$ cat src/rtl/fir_axil_pkg.sv
// ---------------------------------------------------------------------------
// fir_axil_pkg
//   Shared definitions for the fir AXI4-Lite initiator:
//   - FSM state encoding used by fir_axil_master
//   - fir register map (ap_ctrl, data_length, tap window)
//   - ap_ctrl status bit positions
// ---------------------------------------------------------------------------
package fir_axil_pkg;

  typedef enum logic [2:0] {
    ST_IDLE = 3'd0,
    ST_WR   = 3'd1,
    ST_AR   = 3'd2,
    ST_R    = 3'd3,
    ST_RSP  = 3'd4
  } state_t;

  // fir register map
  localparam logic [11:0] ADDR_AP_CTRL  = 12'h000;
  localparam logic [11:0] ADDR_DATA_LEN = 12'h010;
  localparam logic [11:0] ADDR_TAP_BASE = 12'h020;
  localparam logic [11:0] ADDR_TAP_LAST = 12'h0FF;

  // ap_ctrl bit positions
  localparam int STAT_AP_START = 0;
  localparam int STAT_AP_DONE  = 1;
  localparam int STAT_AP_IDLE  = 2;

endpackage

$ cat src/rtl/axil_timeout_cnt.sv
// ---------------------------------------------------------------------------
// axil_timeout_cnt
//   Watchdog counter for the AXI-Lite initiator. Counts cycles while i_inc
//   is high, restarts from zero on i_clr. o_expired is asserted in the cycle
//   in which the count reaches LIMIT, so a transaction stalled for LIMIT
//   cycles is abandoned at the end of its LIMIT-th cycle.
// Ports
//   axis_clk    in  clock
//   axis_rst_n  in  asynchronous active-low reset
//   i_clr       in  restart count (state change)
//   i_inc       in  count this cycle (waiting on the slave)
//   o_expired   out limit reached this cycle
// ---------------------------------------------------------------------------
module axil_timeout_cnt #(
  parameter int LIMIT = 255
) (
  input  logic axis_clk,
  input  logic axis_rst_n,
  input  logic i_clr,
  input  logic i_inc,
  output logic o_expired
);

  localparam int CNT_W = (LIMIT < 2) ? 1 : $clog2(LIMIT);
  localparam logic [CNT_W-1:0] LAST = CNT_W'(LIMIT - 1);

  logic [CNT_W-1:0] r_cnt;

  always_ff @(posedge axis_clk or negedge axis_rst_n) begin
    if (!axis_rst_n) begin
      r_cnt <= '0;
    end else if (i_clr) begin
      r_cnt <= '0;
    end else if (i_inc && (r_cnt != LAST)) begin
      r_cnt <= r_cnt + 1'b1;
    end
  end

  // r_cnt holds the number of cycles already waited; the current cycle
  // is the LIMIT-th one when r_cnt == LIMIT-1.
  assign o_expired = i_inc && (r_cnt == LAST);

endmodule

$ cat src/rtl/fir_axil_master.sv
// ---------------------------------------------------------------------------
// fir_axil_master
//   AXI4-Lite initiator that converts a one-at-a-time command/response
//   interface into single-beat AXI-Lite transactions towards the fir block.
//   The slave has no B channel: a write is complete once both the AW and W
//   handshakes have happened (in either order or together).
//
//   Optional feature: define FIR_AXIL_MASTER_TIMEOUT_EN to build a watchdog
//   that abandons a stalled transaction after TIMEOUT_CYCLES and returns a
//   response with rsp_err=1. Without it the FSM waits forever and rsp_err=0.
//
// Ports
//   axis_clk, axis_rst_n         clock, asynchronous active-low reset
//   cmd_valid/cmd_ready          command handshake (cmd_ready=1 only in IDLE)
//   cmd_write, cmd_addr, cmd_wdata  command payload
//   rsp_valid/rsp_ready          response handshake
//   rsp_rdata, rsp_err           read data (0 for writes), timeout flag
//   awvalid/awready/awaddr       AXI-Lite write address
//   wvalid/wready/wdata          AXI-Lite write data
//   arvalid/arready/araddr       AXI-Lite read address
//   rvalid/rready/rdata          AXI-Lite read data
// ---------------------------------------------------------------------------
module fir_axil_master
  import fir_axil_pkg::*;
#(
  parameter int pADDR_WIDTH    = 12,
  parameter int pDATA_WIDTH    = 32,
  parameter int TIMEOUT_CYCLES = 255
) (
  input  logic                   axis_clk,
  input  logic                   axis_rst_n,
  // command / response
  input  logic                   cmd_valid,
  output logic                   cmd_ready,
  input  logic                   cmd_write,
  input  logic [pADDR_WIDTH-1:0] cmd_addr,
  input  logic [pDATA_WIDTH-1:0] cmd_wdata,
  output logic                   rsp_valid,
  input  logic                   rsp_ready,
  output logic [pDATA_WIDTH-1:0] rsp_rdata,
  output logic                   rsp_err,
  // AXI-Lite
  output logic                   awvalid,
  input  logic                   awready,
  output logic [pADDR_WIDTH-1:0] awaddr,
  output logic                   wvalid,
  input  logic                   wready,
  output logic [pDATA_WIDTH-1:0] wdata,
  output logic                   arvalid,
  input  logic                   arready,
  output logic [pADDR_WIDTH-1:0] araddr,
  input  logic                   rvalid,
  output logic                   rready,
  input  logic [pDATA_WIDTH-1:0] rdata
);

  state_t                 r_state;
  state_t                 w_state_norm;   // next state ignoring the watchdog
  state_t                 w_state_next;
  logic [pADDR_WIDTH-1:0] r_addr;
  logic [pDATA_WIDTH-1:0] r_wdata;
  logic [pDATA_WIDTH-1:0] r_rsp_rdata;
  logic                   r_aw_done;
  logic                   r_w_done;
  logic                   w_accept;
  logic                   w_expired;
  logic                   w_timed_out;

  assign w_accept = (r_state == ST_IDLE) && cmd_valid;

  // -------------------------------------------------------------------------
  // FSM state register
  // -------------------------------------------------------------------------
  always_ff @(posedge axis_clk or negedge axis_rst_n) begin
    if (!axis_rst_n) begin
      r_state <= ST_IDLE;
    end else begin
      r_state <= w_state_next;
    end
  end

  // -------------------------------------------------------------------------
  // FSM next state and handshake outputs. The AXI valids are decoded from
  // the state register plus the per-channel done flags, so they are glitch
  // free and fall to 0 the instant reset is asserted.
  // -------------------------------------------------------------------------
  always_comb begin
    w_state_norm = r_state;
    cmd_ready    = 1'b0;
    awvalid      = 1'b0;
    wvalid       = 1'b0;
    arvalid      = 1'b0;
    rready       = 1'b0;
    rsp_valid    = 1'b0;
    case (r_state)
      ST_IDLE: begin
        cmd_ready = 1'b1;
        if (cmd_valid) w_state_norm = cmd_write ? ST_WR : ST_AR;
      end
      ST_WR: begin
        awvalid = !r_aw_done;
        wvalid  = !r_w_done;
        // Each channel is finished if it was already done or handshakes now.
        if ((r_aw_done || awready) && (r_w_done || wready)) w_state_norm = ST_RSP;
      end
      ST_AR: begin
        arvalid = 1'b1;
        if (arready) w_state_norm = ST_R;
      end
      ST_R: begin
        rready = 1'b1;
        if (rvalid) w_state_norm = ST_RSP;
      end
      ST_RSP: begin
        rsp_valid = 1'b1;
        if (rsp_ready) w_state_norm = ST_IDLE;
      end
      default: w_state_norm = ST_IDLE;
    endcase
    // A handshake completing in the expiry cycle wins over the watchdog.
    w_timed_out  = w_expired && (w_state_norm == r_state);
    w_state_next = w_timed_out ? ST_RSP : w_state_norm;
  end

  // -------------------------------------------------------------------------
  // Datapath: latched command, write progress flags, response data
  // -------------------------------------------------------------------------
  always_ff @(posedge axis_clk or negedge axis_rst_n) begin
    if (!axis_rst_n) begin
      r_addr      <= '0;
      r_wdata     <= '0;
      r_aw_done   <= 1'b0;
      r_w_done    <= 1'b0;
      r_rsp_rdata <= '0;
    end else begin
      if (w_accept) begin
        r_addr    <= cmd_addr;
        r_wdata   <= cmd_wdata;
        r_aw_done <= 1'b0;
        r_w_done  <= 1'b0;
      end
      if (r_state == ST_WR) begin
        if (awready) r_aw_done <= 1'b1;
        if (wready)  r_w_done  <= 1'b1;
      end
      // Loaded once on entry to RSP; only a genuine R beat carries data.
      if ((r_state != ST_RSP) && (w_state_next == ST_RSP)) begin
        r_rsp_rdata <= ((r_state == ST_R) && !w_timed_out) ? rdata : '0;
      end
    end
  end

  assign awaddr    = r_addr;
  assign araddr    = r_addr;
  assign wdata     = r_wdata;
  assign rsp_rdata = r_rsp_rdata;

  // -------------------------------------------------------------------------
  // Optional watchdog
  // -------------------------------------------------------------------------
`ifdef FIR_AXIL_MASTER_TIMEOUT_EN
  logic w_cnt_clr;
  logic w_cnt_inc;
  logic r_rsp_err;

  assign w_cnt_clr = (w_state_next != r_state);
  assign w_cnt_inc = (r_state == ST_WR) || (r_state == ST_AR) || (r_state == ST_R);

  axil_timeout_cnt #(
    .LIMIT(TIMEOUT_CYCLES)
  ) u_timeout_cnt (
    .axis_clk  (axis_clk),
    .axis_rst_n(axis_rst_n),
    .i_clr     (w_cnt_clr),
    .i_inc     (w_cnt_inc),
    .o_expired (w_expired)
  );

  always_ff @(posedge axis_clk or negedge axis_rst_n) begin
    if (!axis_rst_n) begin
      r_rsp_err <= 1'b0;
    end else if (w_timed_out) begin
      r_rsp_err <= 1'b1;
    end else if ((r_state == ST_RSP) && rsp_ready) begin
      r_rsp_err <= 1'b0;
    end
  end

  assign rsp_err = r_rsp_err;
`else
  logic w_unused_timeout;

  assign w_expired        = 1'b0;
  assign rsp_err          = 1'b0;
  assign w_unused_timeout = (TIMEOUT_CYCLES != 0);
`endif

endmodule

$ cat config.mk
export PLATFORM = sky130hd
export DESIGN_NAME = fir_axil_master
export DESIGN_NICKNAME = d
export VERILOG_FILES = /design/src/rtl/fir_axil_pkg.sv /design/src/rtl/axil_timeout_cnt.sv /design/src/rtl/fir_axil_master.sv
export SDC_FILE = /design/constraint.sdc
export NUM_CORES = 1
export LEC_CHECK = 0
export BUFFER_PORTS_ARGS = -buffer_cell sky130_fd_sc_hd__buf_2
export CAP_MARGIN = 30
export CORE_MARGIN = 4
export CORE_UTILIZATION = 40
export DETAILED_ROUTE_END_ITERATION = 7
export PLACE_DENSITY = 0.77
export SLEW_MARGIN = 20
export SYNTH_ARGS = -nofsm -noshare
export SYNTH_HDL_FRONTEND = slang
export SYNTH_SLANG_ARGS = --single-unit
$ cat constraint.sdc
create_clock -name axis_clk -period 2.2 [get_ports axis_clk]
set_input_delay 0 -clock axis_clk [delete_from_list [all_inputs] [get_ports axis_clk]]
set_output_delay 0 -clock axis_clk [all_outputs]
set_load 0.01 [all_outputs]
# Word-level counts from Yosys, hierarchy flattened
# Index checks and enable logic that the tools add are counted.
dict set report totals {
  ff_bits 81
  out_inout_bits 95
}
dict set report classes {
  eq_ne 6
  muxes 20
  n_reduce_logical 8
}
# cell n
set op_table {}
lappend op_table {{$mux 32} 1}
lappend op_table {{$mux 3} 5}
lappend op_table {{$pmux 3 s5} 1}
lappend op_table {{$mux 1} 12}
lappend op_table {{$eq 3x2->1 const B} 2}
lappend op_table {{$eq 3x3->1 const B} 2}
lappend op_table {{$eq 3x1->1 const B} 1}
lappend op_table {{$logic_and 1x1->1} 3}
lappend op_table {{$logic_not 3->1} 1}
lappend op_table {{$ne 3x3->1 const B} 1}
lappend op_table {{$logic_not 1->1} 2}
lappend op_table {{$logic_or 1x1->1} 2}
lappend op_table {{$mux 2} 1}

# Logic depth before layout (Yosys ltp)
# Gate-level depths: netlist of run 1.
dict set report logic_depth {
  ltp_word 6
  ltp_mapped 6
  depth_no_buf 3
}

# Worst setup path after synthesis of run 1
# Ideal clock, no wire load.
dict set report synth_timing {
  path_kind {register -> register}
  startpoint {register r_state[1]}
  endpoint {register r_addr[0], in the netlist araddr[0]}
  setup_ns 0.125
  t_arrival_ns 1.505
  required_ns 2.075
  slack_ns 0.570
  stages_incl_launch_ff 7
  n_path_buf 3
  cell_sequence {dfrtp_1 -> buf_6 -> nor3_2 -> and2_4 -> buf_12 -> buf_12 -> mux2_4}
}
dict set report synth_via {
  elab_chain_len 2
}
# item line
set synth_lines {}
lappend synth_lines {{from (decl)} fir_axil_master.sv:57} ;# state_t r_state;
lappend synth_lines {{from (signal assigned)} fir_axil_master.sv:78} ;# r_state <= w_state_next;
lappend synth_lines {{$logic_not 3->1} fir_axil_master.sv:69} ;# assign w_accept = (r_state == ST_IDLE) && cmd_valid;
lappend synth_lines {{$logic_and 1x1->1} fir_axil_master.sv:69}
lappend synth_lines {{to (signal assigned)} fir_axil_master.sv:137} ;# r_addr <= cmd_addr;
lappend synth_lines {{to (decl)} fir_axil_master.sv:60} ;# logic [pADDR_WIDTH-1:0] r_addr;
# No other way between the ends.
# A chain may end at the register's enable or synchronous reset.

# Final worst setup path of run 1
dict set report layout_timing {
  startpoint {register r_state[2]}
  endpoint {register r_w_done}
}
dict set report layout_via {
  elab_chain_len 5
}
# item line
set layout_lines {}
lappend layout_lines {{$logic_not 3->1} fir_axil_master.sv:69}
lappend layout_lines {{$logic_and 1x1->1} fir_axil_master.sv:69}
lappend layout_lines {{$mux 1} fir_axil_master.sv:136} ;# if (w_accept) begin
lappend layout_lines {{$mux 1} fir_axil_master.sv:144} ;# if (wready) r_w_done <= 1'b1;
lappend layout_lines {{$mux 1 (*)} fir_axil_master.sv:142} ;# if (r_state == ST_WR) begin
lappend layout_lines {{to (signal assigned)} fir_axil_master.sv:133} ;# r_w_done <= 1'b0;
lappend layout_lines {{to (signal assigned)} fir_axil_master.sv:140} ;# r_w_done <= 1'b0;
lappend layout_lines {{to (signal assigned)} fir_axil_master.sv:144}
lappend layout_lines {{to (decl)} fir_axil_master.sv:64} ;# logic r_w_done;
# Every way passes the cells marked *; elsewhere a longest branch is shown, timed or not.

==> results of run 1 <==
sequential cells by signal, indices dropped and copies added (netlist names):
name,cells
araddr,12
rsp_rdata,32
r_w_done,1
r_aw_done,1
wdata,32
r_state,3
layout make-up:
class	instances	area share, %
repair buffers	237	27.5
multi-input cells	166	26.1
well taps	129	2.99
flip-flops and latches	81	37.5
clock buffers	10	2.55
clock inverters	6	0.903
inverters	35	2.43
stage by stage:
step | worst slack, ns | utilization (%) | std cells | cell area, um2 | power, W
global route | 0.0846 | 57.9 | 664 | 5400 | 0.00830
finish | 0.191 | 57.9 | 664 | 5400 | 0.00775
global placement | 0.353 | 50.4 | 597 | 4700 | 0.00647
detailed placement | 0.419 | 50.5 | 598 | 4710 | 0.00663
CTS | 0.184 | 57.9 | 664 | 5400 | 0.00778
floorplan | 0.570 | - | 319 | 3850 | 0.00544
cells by family after synthesis:
group / after synthesis / share of synthesized area (%)
AOI/OAI and AO/OA: 75 / 14.6
buffers and inverters: 72 / 10.8
DFF: 81 / 52.6
muxes: 44 / 16.7
other: 1 / 0.0973
and+or+nand+nor: 46 / 5.16
placed cells by master, fill, tap and decap left out, drive strengths merged:
| cell type | instances |
|---|---|
| o2bb2ai | 1 |
| o22ai | 33 |
| clkbuf | 10 |
| a21oi | 1 |
| conb | 1 |
| o31ai | 1 |
| o2111ai | 1 |
| a22o | 34 |
| nand2 | 34 |
| a31oi | 1 |
| o21a | 1 |
| buf | 187 |
| and2 | 2 |
| inv | 38 |
| nor2 | 2 |
| nand2b | 3 |
| nor3 | 5 |
| clkinvlp | 3 |
| dlygate4sd3 | 50 |
| mux2 | 44 |
| dfrtp | 81 |
| a21o | 2 |
synth_stat cells:
cell       number  area, um2
a21o_1          2       15.0
a21oi_1         1       5.00
a22o_1         34        298
a31oi_1         1       6.26
and2_1          1       6.26
and2_4          1       8.76
buf_1           3       11.3
buf_12          5        100
buf_2           7       35.0
buf_4          13       97.6
buf_6           1       11.3
clkbuf_1        8       30.0
conb_1          1       3.75
dfrtp_1        81       2030
inv_1          35        131
mux2_1          4       45.0
mux2_4         40        601
nand2_1        34        128
nand2b_1        3       18.8
nor2_1          2       7.51
nor3_1          4       20.0
nor3_2          1       10.0
o2111ai_1       1       8.76
o21a_1          1       7.51
o22ai_1        33        206
o2bb2ai_1       1       8.76
o31ai_1         1       7.51
worst max path at each step:
stage	from	to	slack (ns)	cells after the start
6_report	r_state[2]$_DFF_PN0_	r_w_done$_DFF_PN0_	0.19	5
5_1_grt	r_state[2]$_DFF_PN0_	r_aw_done$_DFF_PN0_	0.08	5
4_1_cts	r_state[2]$_DFF_PN0_	r_w_done$_DFF_PN0_	0.18	5
3_5_place_dp	r_state[0]$_DFF_PN0_	wdata[17]$_DFFE_PN0P_	0.42	4
3_3_place_gp	r_state[1]$_DFF_PN0_	rsp_rdata[19]$_DFFE_PN0P_	0.35	4
2_1_floorplan	r_state[1]$_DFF_PN0_	araddr[0]$_DFFE_PN0P_	0.57	6
power groups by stage:
| stage | registers (W) | logic (W) | clock network, W |
|---|---|---|---|
| 2_1_floorplan | 0.00308 | 0.00236 | 0 |
| 3_3_place_gp | 0.00276 | 0.00371 | 0 |
| 3_5_place_dp | 0.00280 | 0.00383 | 0 |
| 4_1_cts | 0.00279 | 0.00394 | 0.00104 |
| 5_1_grt | 0.00294 | 0.00425 | 0.00111 |
| 6_report | 0.00282 | 0.00393 | 0.00100 |
worst register-to-register path: cells and delay by family (launching register included):
family | cells | cell delay (ns)
buffers and inverters | 2 | 0.92
and+or+nand+nor | 2 | 0.29
DFF | 1 | 0.45
AOI/OAI and AO/OA | 1 | 0.25
routing by layer:
metal / track usage (%) / share of wire [%] / up-vias / wire, um
met3: 4.01 / 7.2 / 6 / 770
li1: - / - / 1521 / -
met5: 0 / 0 / - / 0
met2: 31.9 / 48 / 147 / 5150
met1: 25.2 / 44 / 1537 / 4720
met4: 3.89 / 0.41 / 0 / 44
==> out/results.ini, run 1 <==
[floorplan]
top_level_ports=180
rows=35
die_w_um=106
core_mm2=0.00933
dieArea_mm2=0.0113
start_util_pct=41.3
die_h_um=106

[global_routing]
grt_max_degree=82
grt_pass1_wl_mm=17.2
grtUsageTotal_pct=18.9
grt_pass1_vias=3316
antenna_found_initial=0
grt-ovfl-total=0

[synthesis]
synth_seq_cells=81
ys_warn_count=0
synth_nets=404
syn_area_mm2=0.00385
syn_avg_cell_area_um2=12.1
synth-seq-area-share_pct=52.6
synth.distinct_cells=27
synthCells=319

[hold_path]
holdPathStages=4
min_from=rdata[28]
min_to=rsp_rdata[28]$_DFFE_PN0P_
hold_path_class=in2reg

[power_and_ir_drop]
power_switching_share_pct=38.6
combPwrFrac_pct=50.7
p_per_area_mw_per_mm2=1430
clockPowerShare_pct=12.9
leakage_nw=2.78
power.share.sequential_pct=36.4
internal-power_w=0.00476
switchingPower_w=0.00299
ir_drop_uv=516

[timing]
finalCritPeriodShare_pct=91.3
rsz0062_at_grt=false
setup_viol=0
worst_pin_slew_ns=0.710
finalCriticalPeriod_ns=2.01
report.final.slew_viol_count=0
slew_headroom_pct=52.7
finalClockSkew_ns=0.0131
holdWs_ns=0.0464
tns_ns=0
fmax_mhz=498
hold_viol=0

[clock_network]
cts_made_buffers=9
htreeDepth=3
post_cts_buffers=0
cts_hold_buffers=50
post_cts_resize_count=0
max-clock-path-buffers=2
numClockSinks=81
clk_latency_ns=0.34
cts-root-buf=clkbuf_8
cts.reportedPaths.clkPinSlew_ns=0.08
cts_tree=done

[layout]
antennaDiodeCount=0
multiInputGateArea_mm2=0.00141
nNetsFinal=615
area_growth_pct=40.1
nFillCells=739
final-seq-area_mm2=0.00203
drive_gt1_share_pct=45.8

[worst_setup_path]
slowest_stage=dlygate4sd3_1
worst_ep_arrival_time_ns=2.23
crit_path_cell_trace=nand2b_1 > buf_4 > nor2_1 > a22o_1 > dlygate4sd3_1
cp_num_buf_inv=2
timing.rr.start=r_state[2]$_DFF_PN0_
max_stage_delay_ns=0.56
end_kind=flip-flop
rr_worst_depth=5
r2r_end=r_w_done$_DFF_PN0_
worst-r2r-setup-slack_ns=0.19
crit_family=buffers and inverters
critPathKind=reg2reg
critPathLaunchType=flip-flop
cp.required_ns=2.42
path_max_fanout=37

[placed_design]
gp_congestion=0.811
port_buffers=178
dpl.hpwl_mm=6.83

[route]
wl_per_cell_um=16.1
drtAntennaViolNets=0
initialDrtViolationCount=203
wirelength_mm=10.7
route.detailed.drc=0
avgViaCountPerCell=4.84
vias=3211
first_pass_iters=4

[job]
cap_violations=0

[status]
status=completed

No activity file was read; power rests on OpenSTA's default activity.
==> run 2: changes to the inputs <==
--- a/config.mk
+++ b/config.mk
@@ -8,9 +8,10 @@
 export BUFFER_PORTS_ARGS = -buffer_cell sky130_fd_sc_hd__buf_2
 export CAP_MARGIN = 30
 export CORE_MARGIN = 4
-export CORE_UTILIZATION = 40
+export CORE_UTILIZATION = 50
+export CTS_BUF_LIST = sky130_fd_sc_hd__clkbuf_4 sky130_fd_sc_hd__clkbuf_8 sky130_fd_sc_hd__clkbuf_16
 export DETAILED_ROUTE_END_ITERATION = 7
-export PLACE_DENSITY = 0.77
+export PLACE_DENSITY = 0.92
 export SLEW_MARGIN = 20
 export SYNTH_ARGS = -nofsm -noshare
 export SYNTH_HDL_FRONTEND = slang
==> run 2 against run 1 <==
Wire length is 9.6% higher. Critical path type unchanged. Count of clock-buffer cells in the layout unchanged. Cell area shrank 1.0%. Largest power group unchanged. Core utilization rose by 15 points. Global-route usage up 6.0 points. Clock power barely moved. First-iteration DRC count is 40% lower. Combinational power hardly changed.
==> out/results.ini, run 2 (same netlist as run 1, synthesis figures left out) <==
[hold_path]
hold_path_class=in2reg
min_to=r_w_done$_DFF_PN0_
min_from=cmd_valid
holdPathStages=3

[placed_design]
gp_congestion=0.758
port_buffers=178
dpl.hpwl_mm=6.87

[timing]
finalCritPeriodShare_pct=83.8
setup_viol=0
holdWs_ns=0.0374
report.final.slew_viol_count=0
tns_ns=0
finalCriticalPeriod_ns=1.84
fmax_mhz=543
worst_pin_slew_ns=0.584
slew_headroom_pct=61.1
hold_viol=0
finalClockSkew_ns=0.0159
rsz0062_at_grt=false

[worst_setup_path]
worst_ep_arrival_time_ns=2.05
cp_num_buf_inv=1
critPathKind=reg2reg
rr_worst_depth=4
crit_family=simple AND/OR/NAND/NOR gates
max_stage_delay_ns=0.46
critPathLaunchType=flip-flop
timing.rr.start=r_state[0]$_DFF_PN0_
path_max_fanout=35
end_kind=flip-flop
r2r_end=wdata[15]$_DFFE_PN0P_
crit_path_cell_trace=nor3_2 > and2_4 > buf_12 > mux2_1
slowest_stage=dfrtp_1
cp.required_ns=2.40
worst-r2r-setup-slack_ns=0.36

[power_and_ir_drop]
internal-power_w=0.00472
clockPowerShare_pct=13.0
combPwrFrac_pct=50.3
finalPower_w=0.00783
switchingPower_w=0.00312
leakage_nw=2.77
power.share.sequential_pct=36.7
power_switching_share_pct=39.8
p_per_area_mw_per_mm2=1460
ir_drop_uv=793

[clock_network]
clk_latency_ns=0.34
cts-root-buf=clkbuf_8
cts_made_buffers=9
cts_tree=done
cts.reportedPaths.clkPinSlew_ns=0.08
numClockSinks=81
htreeDepth=3
max-clock-path-buffers=2

[layout]
nNetsFinal=611
final_cell_mix=buf_2, dfrtp_1, dlygate4sd3_1
area_growth_pct=38.7
nFillCells=498
antennaDiodeCount=0
drive_gt1_share_pct=45.8
final_common_cell=buf_2

[status]
status=completed

[floorplan]
die_h_um=95.8
rows=31
core_mm2=0.00737
dieArea_mm2=0.00918
die_w_um=95.8
start_util_pct=52.3
top_level_ports=180

[global_routing]
grt_max_degree=82
grt_pass1_wl_mm=17.3
antenna_found_initial=0
grt_pass1_vias=3377
grtUsageTotal_pct=24.9
grt-ovfl-total=0

[route]
route.detailed.drc=0
avgViaCountPerCell=5.21
initialDrtViolationCount=121
first_pass_iters=5
drtAntennaViolNets=0
vias=3285
wl_per_cell_um=18.6
wirelength_mm=11.7

[job]
cap_violations=0

==> run 2: through the flow <==
step | worst slack [ns] | instance area (um2) | instances | util (%)
final | 0.357 | 5350 | 630 | 72.6
after global routing | 0.270 | 5350 | 630 | 72.6
after CTS | 0.342 | 5310 | 628 | 72.0
after detailed placement | 0.356 | 4640 | 564 | 62.9
after global placement | 0.458 | 4640 | 564 | 62.9
after floorplan | 0.570 | 3850 | 319 | -
==> run 2: timing repair <==
item | in CTS | in global routing
endpoints found under the setup margin | 0 | 0
hold buffers | 48 | 0
setup buffers | 0 | 0
gates resized for setup | 0 | 0
hold endpoints to repair | 128 | 0
==> run 2: final cells by class <==
class | instances | area, um2 | area share (%)
Sequential cell | 81 | 2030 | 37.9
Multi-Input combinational cell | 166 | 1410 | 26.4
Tap cell | 99 | 124 | 2.32
Clock buffer | 10 | 138 | 2.57
Timing Repair Buffer | 233 | 1470 | 27.4
Clock inverter | 6 | 50.0 | 0.936
Inverter | 35 | 131 | 2.46
==> run 2: power by group through the flow <==
stage	Clock, W	Combinational, W	Sequential [W]
detailed placement	0	0.00377	0.00282
finish	0.00102	0.00394	0.00287
floorplan	0	0.00236	0.00308
CTS	0.00103	0.00385	0.00281
global placement	0	0.00362	0.00276
global route	0.00110	0.00424	0.00295
==> run 2: worst max path at each step <==
stage | startpoint | to | slack (ns) | depth (start not counted)
final | r_state[0]$_DFF_PN0_ | wdata[15]$_DFFE_PN0P_ | 0.36 | 4
after CTS | r_aw_done$_DFF_PN0_ | rsp_rdata[19]$_DFFE_PN0P_ | 0.34 | 3
after detailed placement | r_aw_done$_DFF_PN0_ | rsp_rdata[25]$_DFFE_PN0P_ | 0.36 | 3
after global placement | r_aw_done$_DFF_PN0_ | rsp_rdata[7]$_DFFE_PN0P_ | 0.46 | 3
after floorplan | r_state[1]$_DFF_PN0_ | araddr[0]$_DFFE_PN0P_ | 0.57 | 6
after global routing | r_state[0]$_DFF_PN0_ | wdata[15]$_DFFE_PN0P_ | 0.27 | 4
==> run 2: worst register-to-register path, delay by kind of cell (launching register included) <==
family,cells,cell delay (ns)
multiplexers,1,0.41
AND/OR/NAND/NOR,2,0.56
flip-flops,1,0.46
buffers and inverters,1,0.30
==> run 2: per-layer routing <==
metal	vias up	GRT usage (%)	share of wire (%)
met1	1556	28.8	38
li1	1509	-	-
met2	184	44.6	50
met3	36	5.08	8.6
met5	-	0	0
met4	0	10.8	3.2
